===== src/rtl/reg_file_ctrl_pkg.sv =====
// Shared widths, opcodes and controller state encoding for the register-file slice.
package reg_file_ctrl_pkg;

   localparam int DW = 16;
   localparam int AW = 3;
   localparam int CW = 8;

   localparam logic       OP_READ  = 1'b0;
   localparam logic       OP_WRITE = 1'b1;
   localparam logic [CW-1:0] CNT_MAX = '1;

   typedef enum logic [2:0] {
      ST_IDLE,
      ST_WRITE,
      ST_READ,
      ST_CAPTURE,
      ST_RESP
   } state_t;

   function automatic logic [CW-1:0] sat_inc(input logic [CW-1:0] v);
      return (v == CNT_MAX) ? v : v + 1'b1;
   endfunction

endpackage


===== src/rtl/reg_file_ctrl.sv =====
// Command/response front end for a sibling register file: one transaction at a time.
// Read: accept at N, rf_RdEn N..N+1, rsp_valid from N+3. Write: rf_WrEn N..N+1. Busy => cmd_ready low.
module reg_file_ctrl
   import reg_file_ctrl_pkg::*;
(
   input  logic          CLK,
   input  logic          RST,
   input  logic          cmd_valid,
   output logic          cmd_ready,
   input  logic          cmd_op,
   input  logic [AW-1:0] cmd_addr,
   input  logic [DW-1:0] cmd_wdata,
   output logic          rsp_valid,
   input  logic          rsp_ready,
   output logic [DW-1:0] rsp_rdata,
   output logic [AW-1:0] rsp_addr,
   output logic          rf_WrEn,
   output logic          rf_RdEn,
   output logic [AW-1:0] rf_Address,
   output logic [DW-1:0] rf_WrData,
   input  logic [DW-1:0] rf_RdData,
   output logic [CW-1:0] wr_cnt,
   output logic [CW-1:0] rd_cnt
);

   state_t        state_q;
   logic          cmd_ready_q;
   logic          rsp_valid_q;
   logic [DW-1:0] rsp_rdata_q;
   logic [AW-1:0] rsp_addr_q;
   logic          rf_wren_q;
   logic          rf_rden_q;
   logic [AW-1:0] rf_addr_q;
   logic [DW-1:0] rf_wdata_q;
   logic [CW-1:0] wr_cnt_q;
   logic [CW-1:0] rd_cnt_q;
   logic [DW-1:0] rdata_in_q;
   logic          cap_wait_q;

   always_ff @(posedge CLK or negedge RST) begin
      if (!RST) begin
         state_q     <= ST_IDLE;
         cmd_ready_q <= 1'b0;
         rsp_valid_q <= 1'b0;
         rsp_rdata_q <= '0;
         rsp_addr_q  <= '0;
         rf_wren_q   <= 1'b0;
         rf_rden_q   <= 1'b0;
         rf_addr_q   <= '0;
         rf_wdata_q  <= '0;
         wr_cnt_q    <= '0;
         rd_cnt_q    <= '0;
         rdata_in_q  <= '0;
         cap_wait_q  <= 1'b0;
      end else begin
         // Read data crosses the hierarchy boundary through this flop before use.
         rdata_in_q <= rf_RdData;
         case (state_q)
            ST_IDLE: begin
               if (cmd_valid && cmd_ready_q) begin
                  cmd_ready_q <= 1'b0;
                  rf_addr_q   <= cmd_addr;
                  if (cmd_op == OP_WRITE) begin
                     rf_wren_q  <= 1'b1;
                     rf_wdata_q <= cmd_wdata;
                     state_q    <= ST_WRITE;
                  end else begin
                     rf_rden_q  <= 1'b1;
                     state_q    <= ST_READ;
                  end
               end else begin
                  cmd_ready_q <= 1'b1;
               end
            end
            ST_WRITE: begin
               rf_wren_q   <= 1'b0;
               wr_cnt_q    <= sat_inc(wr_cnt_q);
               cmd_ready_q <= 1'b1;
               state_q     <= ST_IDLE;
            end
            ST_READ: begin
               rf_rden_q  <= 1'b0;
               cap_wait_q <= 1'b1;
               state_q    <= ST_CAPTURE;
            end
            ST_CAPTURE: begin
               if (cap_wait_q) begin
                  cap_wait_q <= 1'b0;
               end else begin
                  rsp_rdata_q <= rdata_in_q;
                  rsp_addr_q  <= rf_addr_q;
                  rsp_valid_q <= 1'b1;
                  state_q     <= ST_RESP;
               end
            end
            ST_RESP: begin
               if (rsp_ready) begin
                  rsp_valid_q <= 1'b0;
                  rd_cnt_q    <= sat_inc(rd_cnt_q);
                  cmd_ready_q <= 1'b1;
                  state_q     <= ST_IDLE;
               end
            end
            default: state_q <= ST_IDLE;
         endcase
      end
   end

   assign cmd_ready  = cmd_ready_q;
   assign rsp_valid  = rsp_valid_q;
   assign rsp_rdata  = rsp_rdata_q;
   assign rsp_addr   = rsp_addr_q;
   assign rf_WrEn    = rf_wren_q;
   assign rf_RdEn    = rf_rden_q;
   assign rf_Address = rf_addr_q;
   assign rf_WrData  = rf_wdata_q;
   assign wr_cnt     = wr_cnt_q;
   assign rd_cnt     = rd_cnt_q;

endmodule


===== config.mk =====
export PLATFORM = sky130hd
export DESIGN_NAME = reg_file_ctrl
export DESIGN_NICKNAME = d
export VERILOG_FILES = /design/src/rtl/reg_file_ctrl_pkg.sv /design/src/rtl/reg_file_ctrl.sv
export SDC_FILE = /design/constraint.sdc
export NUM_CORES = 1
export LEC_CHECK = 0
export CAP_MARGIN = 20
export CORE_ASPECT_RATIO = 0.7
export CORE_MARGIN = 3
export CORE_UTILIZATION = 46
export DETAILED_ROUTE_END_ITERATION = 12
export GPL_TIMING_DRIVEN = 1
export PLACE_DENSITY = 0.88
export RECOVER_POWER = 50
export SETUP_SLACK_MARGIN = 0.02
export SLEW_MARGIN = 20
export SYNTH_ARGS = -nofsm -noshare
export SYNTH_HDL_FRONTEND = slang
export SYNTH_SLANG_ARGS = --single-unit

===== constraint.sdc =====
create_clock -name CLK -period 2.02 [get_ports CLK]
set_clock_uncertainty 0.2 [all_clocks]
set_input_delay 0.606 -clock CLK [delete_from_list [all_inputs] [get_ports CLK]]
set_output_delay 0.606 -clock CLK [all_outputs]
set_load 0.02 [all_outputs]

==> summary.txt, run 1 <==
Status
  – Status: completed

Timing
  – Final Max Slew Viols: 0
  – Finish-stage setup viols: 0
  – Slew @ Worst Pin: 0.746 ns
  – Fin crit period: 1.98 ns
  – Hold Vio Cnt, Final: 0
  – Fmax: 506 MHz
  – Unrepaired setup endpoints after global routing: no
  – Relative slew slack: 0.502
  – TNS Setup: 0 ns
  – Final worst path period share: 0.979

Worst setup path
  – CP max FO: 6
  – Crit end category: flip-flop
  – CP startpoint kind: primary input
  – CP arrival: 2.00 ns
  – CP required: 2.04 ns
  – R2R setup slack: 0.13 ns
  – CP Class: in -> reg

Detailed routing
  – DRC Markers: 0
  – Final ANT Viol Nets: 0
  – DR iter-0 viols: 94
  – Wire length per cell: 15.7 um
  – Final WL: around 6600 um
  – Via-to-Cell Ratio: between 5 and 6
  – Detailed Routing Iterations Pass 1: 4
  – Routed via count: 2,147

Global routing
  – Number of global-route vias before repair: between 2,000 and 2,500
  – First-pass GRT wire length: 10,700 um
  – Largest net degree at the start of global routing: 38
  – Total gr overflow: 0
  – Initial antenna violation count: 0
  – GRT Overall Usage: 0.180

Die
  – Initial Util: 0.484
  – Core Region: 6340 um^2
  – Die span in y: 74.3 um
  – Die outline width: 104 um
  – # rows: 24
  – Die ar.: 7690 um^2
  – I/O Pins: between 90 and 100

Clocking
  – Clock Latency Late Sink: around 0.33 ns
  – Post-CTS Setup Repair Bufs: 0
  – CTS tree: done
  – Sink Count: 78
  – Max H-tree Level: 3
  – CTS root buf: clkbuf_8
  – CTS buffer count: 9
  – Reg clk slew, reported paths: 0.07 ns
  – CTS max path bufs: 2

Place
  – Hpwl dp: around 4800 um
  – Placed Area: 4250 um^2
  – GP Congestion: 0.864
  – PortBufs: 97

Final layout
  – Final instance area: 4390 um^2
  – Nets: 366
  – Share of cells above drive strength 1: 0.243
  – Antenna cells: 0
  – Area grow syn2layout: 43.2%

Synthesis
  – Post-Syn Area per Cell: 14.9 um^2
  – Cell area after synthesis: roughly 3100 um^2
  – Register area share after synthesis: 0.637
  – Yosys warns: 0
  – Unique masters post-synth: 37
  – Yosys reg bits: 78
  – Synth Instances: 205
  – Syn nets: around 250

Power and ir drop
  – Power Dens Cells: ~1400 nW/um^2
  – IR drop worst, VDD: 0.749 mV
  – Leak: ~2.1 nW
  – Total power: 0.00623 W

Worst hold path
  – HP Class: reg -> reg

Flow run
  – Total of max-cap violations: 0
-- area by class of cell --
class | instances | area (um^2)
Timing Repair Buffer | 114 | 1050
Sequential cell | 78 | 1950
Clock buffer | 10 | 128
Fill cell | 489 | 1950
Tap cell | 91 | 114
Clock inverter | 6 | 86.3
Multi-Input combinational cell | 117 | 1040
Inverter | 4 | 15.0
-- synthesized netlist by cell type --
library cell | number | area [um^2]
mux2_4 | 9 | 135
nor4_1 | 1 | 6.26
mux2_2 | 34 | 383
and4_1 | 1 | 8.76
buf_4 | 1 | 7.51
nand3_1 | 5 | 25.0
and4bb_2 | 1 | 12.5
dfrtp_1 | 78 | 1950
a21oi_1 | 7 | 35.0
a31oi_1 | 2 | 12.5
clkbuf_2 | 1 | 5.00
o21ai_2 | 2 | 17.5
mux2i_1 | 1 | 10.0
buf_2 | 1 | 5.00
ha_1 | 2 | 25.0
xnor2_1 | 7 | 61.3
nor2_4 | 1 | 11.3
o41ai_1 | 1 | 8.76
nand2b_1 | 3 | 18.8
nor3b_1 | 1 | 7.51
or3_1 | 1 | 6.26
o21ai_0 | 6 | 30.0
nand3_4 | 1 | 17.5
nand4b_1 | 3 | 26.3
o22a_1 | 1 | 8.76
a2bb2oi_1 | 1 | 8.76
o2111a_1 | 1 | 11.3
nand4_1 | 5 | 31.3
and2_1 | 1 | 6.26
nand2_1 | 7 | 26.3
and4bb_4 | 1 | 16.3
and3_1 | 6 | 37.5
nor3b_4 | 1 | 18.8
buf_6 | 3 | 33.8
inv_1 | 4 | 15.0
o211ai_1 | 2 | 15.0
nor2_1 | 2 | 7.51
-- sequential cells by signal, indices dropped and copies added (netlist names) --
name        cells
cap_wait_q      1
rd_cnt          8
rf_Address      3
rdata_in_q     16
state_q         3
rf_WrData      16
rf_RdEn         1
cmd_ready       1
rf_WrEn         1
rsp_rdata      16
rsp_addr        3
rsp_valid       1
wr_cnt          8
-- worst paths after layout --
path | to | depth (start not counted) | start
worst max-delay path | rd_cnt[7] | 4 | rsp_ready
max in group asynchronous | rdata_in_q[15] | 3 | RST
worst min-delay path | rsp_rdata[15] | 1 | rdata_in_q[15]
worst max register to register | wr_cnt[7] | 4 | state_q[0]
worst min register to register | rsp_rdata[15] | 1 | rdata_in_q[15]
min in group asynchronous | rd_cnt[2] | 2 | RST
-- critical path, cell delays in order --
cell and delay [ns]:
dlygate4sd3_1 0.56, and4bb_1 0.37, nand4_1 0.16, mux2_2 0.30
-- metal layers --
metal / GRT usage / routed length (um)
met5: 0 / 0
met4: 0.0767 / 83
met3: 0.0503 / 410
met2: 0.294 / 3060
met1: 0.233 / 3050
-- logic make-up after synthesis --
logic type      count (synthesis)  share of synthesized area
simple gates                   41                     0.0927
mux                            44                      0.172
buf+inv                        10                     0.0216
fa+ha+maj                       2                    0.00817
compound gates                 23                     0.0482
flops                          78                      0.637
xor+xnor                        7                     0.0200
-- where the power goes --
group / switching [W] / leakage, nW / internal [W]
logic: 0.00129 / 1.01 / 0.00122
registers: 0.000383 / 0.949 / 0.00211
clock network: 0.000535 / 0.106 / 0.000694
-- placed cells by master (no fill, tap or decap), drive strengths merged, types with 3 or more instances in the layout --
cell type	synthesis	final
dfrtp	78	78
mux2	43	43
nor2	3	3
inv	4	4
buf	5	12
dlygate4sd2	0	57
nand2b	3	3
clkbuf	1	15
a21oi	7	7
nand4	5	5
and3	6	6
nand3	6	6
xnor2	7	7
nand4b	3	3
clkdlybuf4s50	0	20
clkinv	0	3
dlygate4sd3	0	19
nand2	7	7
o21ai	8	8
-- repair_timing --
action	in CTS	in global routing
endpoints found under the hold margin	26	0
resized for setup	58	1
hold buffers	1	0
setup endpoints to repair	58	1
-- per-stage QoR --
stage,std cells,hold WS [ns],util,setup WS [ns]
floorplan,205,0.110,-,0.257
global placement,403,0.255,0.671,-0.223
detailed placement,403,0.267,0.671,-0.249
CTS,420,0.284,0.695,0.0452
global route,420,0.295,0.693,0.0204
finish,420,0.278,0.693,0.0432
Power figures use the tool's default switching activity.
==> inputs of run 2 (changes only) <==
--- a/config.mk
+++ b/config.mk
@@ -13,6 +13,7 @@
 export GPL_TIMING_DRIVEN = 1
 export PLACE_DENSITY = 0.88
 export RECOVER_POWER = 50
+export REMOVE_ABC_BUFFERS = 1
 export SETUP_SLACK_MARGIN = 0.02
 export SLEW_MARGIN = 20
 export SYNTH_ARGS = -nofsm -noshare
==> run 2 against run 1 <==
Net effect:
- sequential share of layout area grew 0.26 points
- utilization shrank 0.40 points
- sequential power is essentially flat
- maximum frequency grew 1.9%
- non-clock buffer count shrank 3
- critical path depth shrank 3
- design area shrank 0.57%
- largest power group unchanged
==> summary.txt, run 2 (synthesis gave the netlist of run 1 again) <==
Final layout
  – Commonest cells after routing, fill and taps aside: dfrtp_1, dlygate4sd2_1, mux2_2, clkdlybuf4s50_1, dlygate4sd3_1
  – Leading cell type in the layout, fill and taps excluded: dfrtp_1
  – Final cell count without fillers: 417
  – Nets: 363
  – Area grow syn2layout: 42.4%
  – Antenna cells: 0
  – Share of cells above drive strength 1: 0.233

Worst hold path
  – HP Class: reg -> reg
  – Worst hold start: rdata_in_q[4]
  – Hold Path End: rsp_rdata[4]
  – Hold depth: 1

Power and ir drop
  – Pint: 0.00401 W
  – Power Dens Cells: roughly 1400 nW/um^2
  – Sequential power share: 0.396
  – Psw: ~0.0022 W
  – Sw Share: 0.359
  – Leak: 2.02 nW
  – Clock Power Share: 0.205
  – Gate power share: 0.399
  – IR drop worst, VDD: roughly 0.73 mV

Timing
  – Slew @ Worst Pin: between 0.7 and 0.8 ns
  – Final Max Slew Viols: 0
  – Finish-stage setup viols: 0
  – Unrepaired setup endpoints after global routing: no
  – Final worst path period share: 0.960
  – Worst setup margin: 0.0798 ns
  – Fin crit period: about 1.9 ns
  – Hold Vio Cnt, Final: 0
  – Relative slew slack: 0.507
  – Fmax: 515 MHz

Clocking
  – Sink Count: 78
  – Max H-tree Level: 3
  – CTS max path bufs: 2
  – CTS tree: done
  – CTS buffer count: 9
  – CTS root buf: clkbuf_8
  – Reg clk slew, reported paths: 0.08 ns
  – Post-CTS Setup Repair Bufs: 0
  – Clock Latency Late Sink: 0.34 ns

Worst setup path
  – Family with the most delay on the worst path: flip-flops
  – Slowest-stage cell, CP: dfrtp_1
  – Register-to-Register Path Depth: 4
  – CP max FO: 5
  – R2R setup slack: 0.17 ns
  – CP startpoint kind: flip-flop
  – Crit path depth: 1
  – FF-to-FF End: rd_cnt[7]
  – CP arrival: about 1.1 ns
  – CP peak stage delay: between 0.4 and 0.5 ns
  – RR Startpoint: state_q[0]
  – CP required: 1.21 ns
  – CP Cell Sequence: dlygate4sd2_1
  – Crit end category: output pin
  – Worst Path Buf+Inv: 1
  – CP Class: reg -> out

Detailed routing
  – Routed via count: 2,071
  – Wire length per cell: ~16 um
  – DRC Markers: 0
  – Detailed Routing Iterations Pass 1: 4
  – Final ANT Viol Nets: 0
  – Via-to-Cell Ratio: 4.97
  – Final WL: ~6500 um
  – DR iter-0 viols: 59

Flow run
  – Total of max-cap violations: 0

Place
  – GP Congestion: 0.768
  – Post-place setup slack: -0.225 ns
  – PortBufs: 97
  – Hpwl dp: 4700 um
  – Cells after DPL: 400

Global routing
  – GRT Overall Usage: 0.183
  – Largest net degree at the start of global routing: 32
  – First-pass GRT wire length: 11,000 um
  – Initial antenna violation count: 0
  – Total gr overflow: 0
  – Number of global-route vias before repair: 2,198

Die
  – Die span in y: roughly 74 um
  – Core Region: around 6300 um^2
  – I/O Pins: 98
  – Initial Util: 0.484
  – Die outline width: 104 um
  – # rows: 24
  – Die ar.: 7690 um^2

Status
  – Status: completed
## run 2: changes by cell type in the layout (fill, tap and decap cells not counted), sizes merged
| cell | before | now |
|---|---|---|
| clkinv | 3 | 0 |
| inv | 4 | 6 |
| buf | 12 | 10 |
| dlygate4sd3 | 19 | 18 |
| clkinvlp | 1 | 2 |
| clkdlybuf4s15 | 1 | 6 |
| dlygate4sd2 | 57 | 51 |
| clkdlybuf4s50 | 20 | 21 |
## run 2: power by group through the flow
stage / combinational (W) / sequential, W / clock (W)
floorplan: 0.000902 / 0.00309 / 0
global placement: 0.00282 / 0.00250 / 0
detailed placement: 0.00290 / 0.00253 / 0
CTS: 0.00256 / 0.00249 / 0.00132
global route: 0.00268 / 0.00257 / 0.00139
finish: 0.00250 / 0.00248 / 0.00128
## run 2: worst max path at each step
stage                     slack (ns)       endpoint  startpoint
after floorplan                 0.26      wr_cnt[1]   wr_cnt[0]
after global placement         -0.21  rf_Address[0]   cmd_valid
after detailed placement       -0.23  rf_WrData[10]   cmd_valid
after CTS                       0.03      wr_cnt[4]   wr_cnt[4]
after global routing            0.02      rd_cnt[5]  state_q[0]
final                           0.08      wr_cnt[3]   wr_cnt[3]
## run 2: repair_timing
action,in CTS,in global routing
setup endpoints to repair,58,7
hold buffers,1,0
resized for setup,58,8
hold endpoints to repair,28,0
gates cloned,0,0
pin swaps,0,0
## run 2: cell type report
class,count,area [um^2]
multi-input combinational,117,1040
timing repair buffer,111,1030
tap,91,114
clock inverter,6,92.6
sequential,78,1950
inverter,4,15.0
clock buffer,10,128
fill,473,1970
## run 2: per-stage QoR
| step | util | total power (W) | setup TNS, ns | area [um^2] | hold WS, ns |
|---|---|---|---|---|---|
| after floorplan | - | 0.00399 | 0 | 3010 | 0.110 |
| final | 0.689 | 0.00626 | 0 | 4360 | 0.279 |
| after CTS | 0.693 | 0.00637 | 0 | 4390 | 0.282 |
| after global placement | 0.668 | 0.00532 | -4.24 | 4230 | 0.257 |
| after global routing | 0.689 | 0.00664 | 0 | 4360 | 0.293 |
| after detailed placement | 0.668 | 0.00542 | -4.49 | 4230 | 0.261 |
## run 2: worst register-to-register path, delay by kind of cell (launching register included)
family	cells	cell delay, ns
simple gates	2	0.62
flops	1	0.44
mux	1	0.29
buf+inv	1	0.18
## run 2: per-layer routing
layer  track usage  part of all wire  vias up
li1              -                 -      974
met1         0.244              0.46     1011
met4        0.0487            0.0092        0
met2         0.290              0.46       79
met5             0                 0        -
met3        0.0676             0.070        7
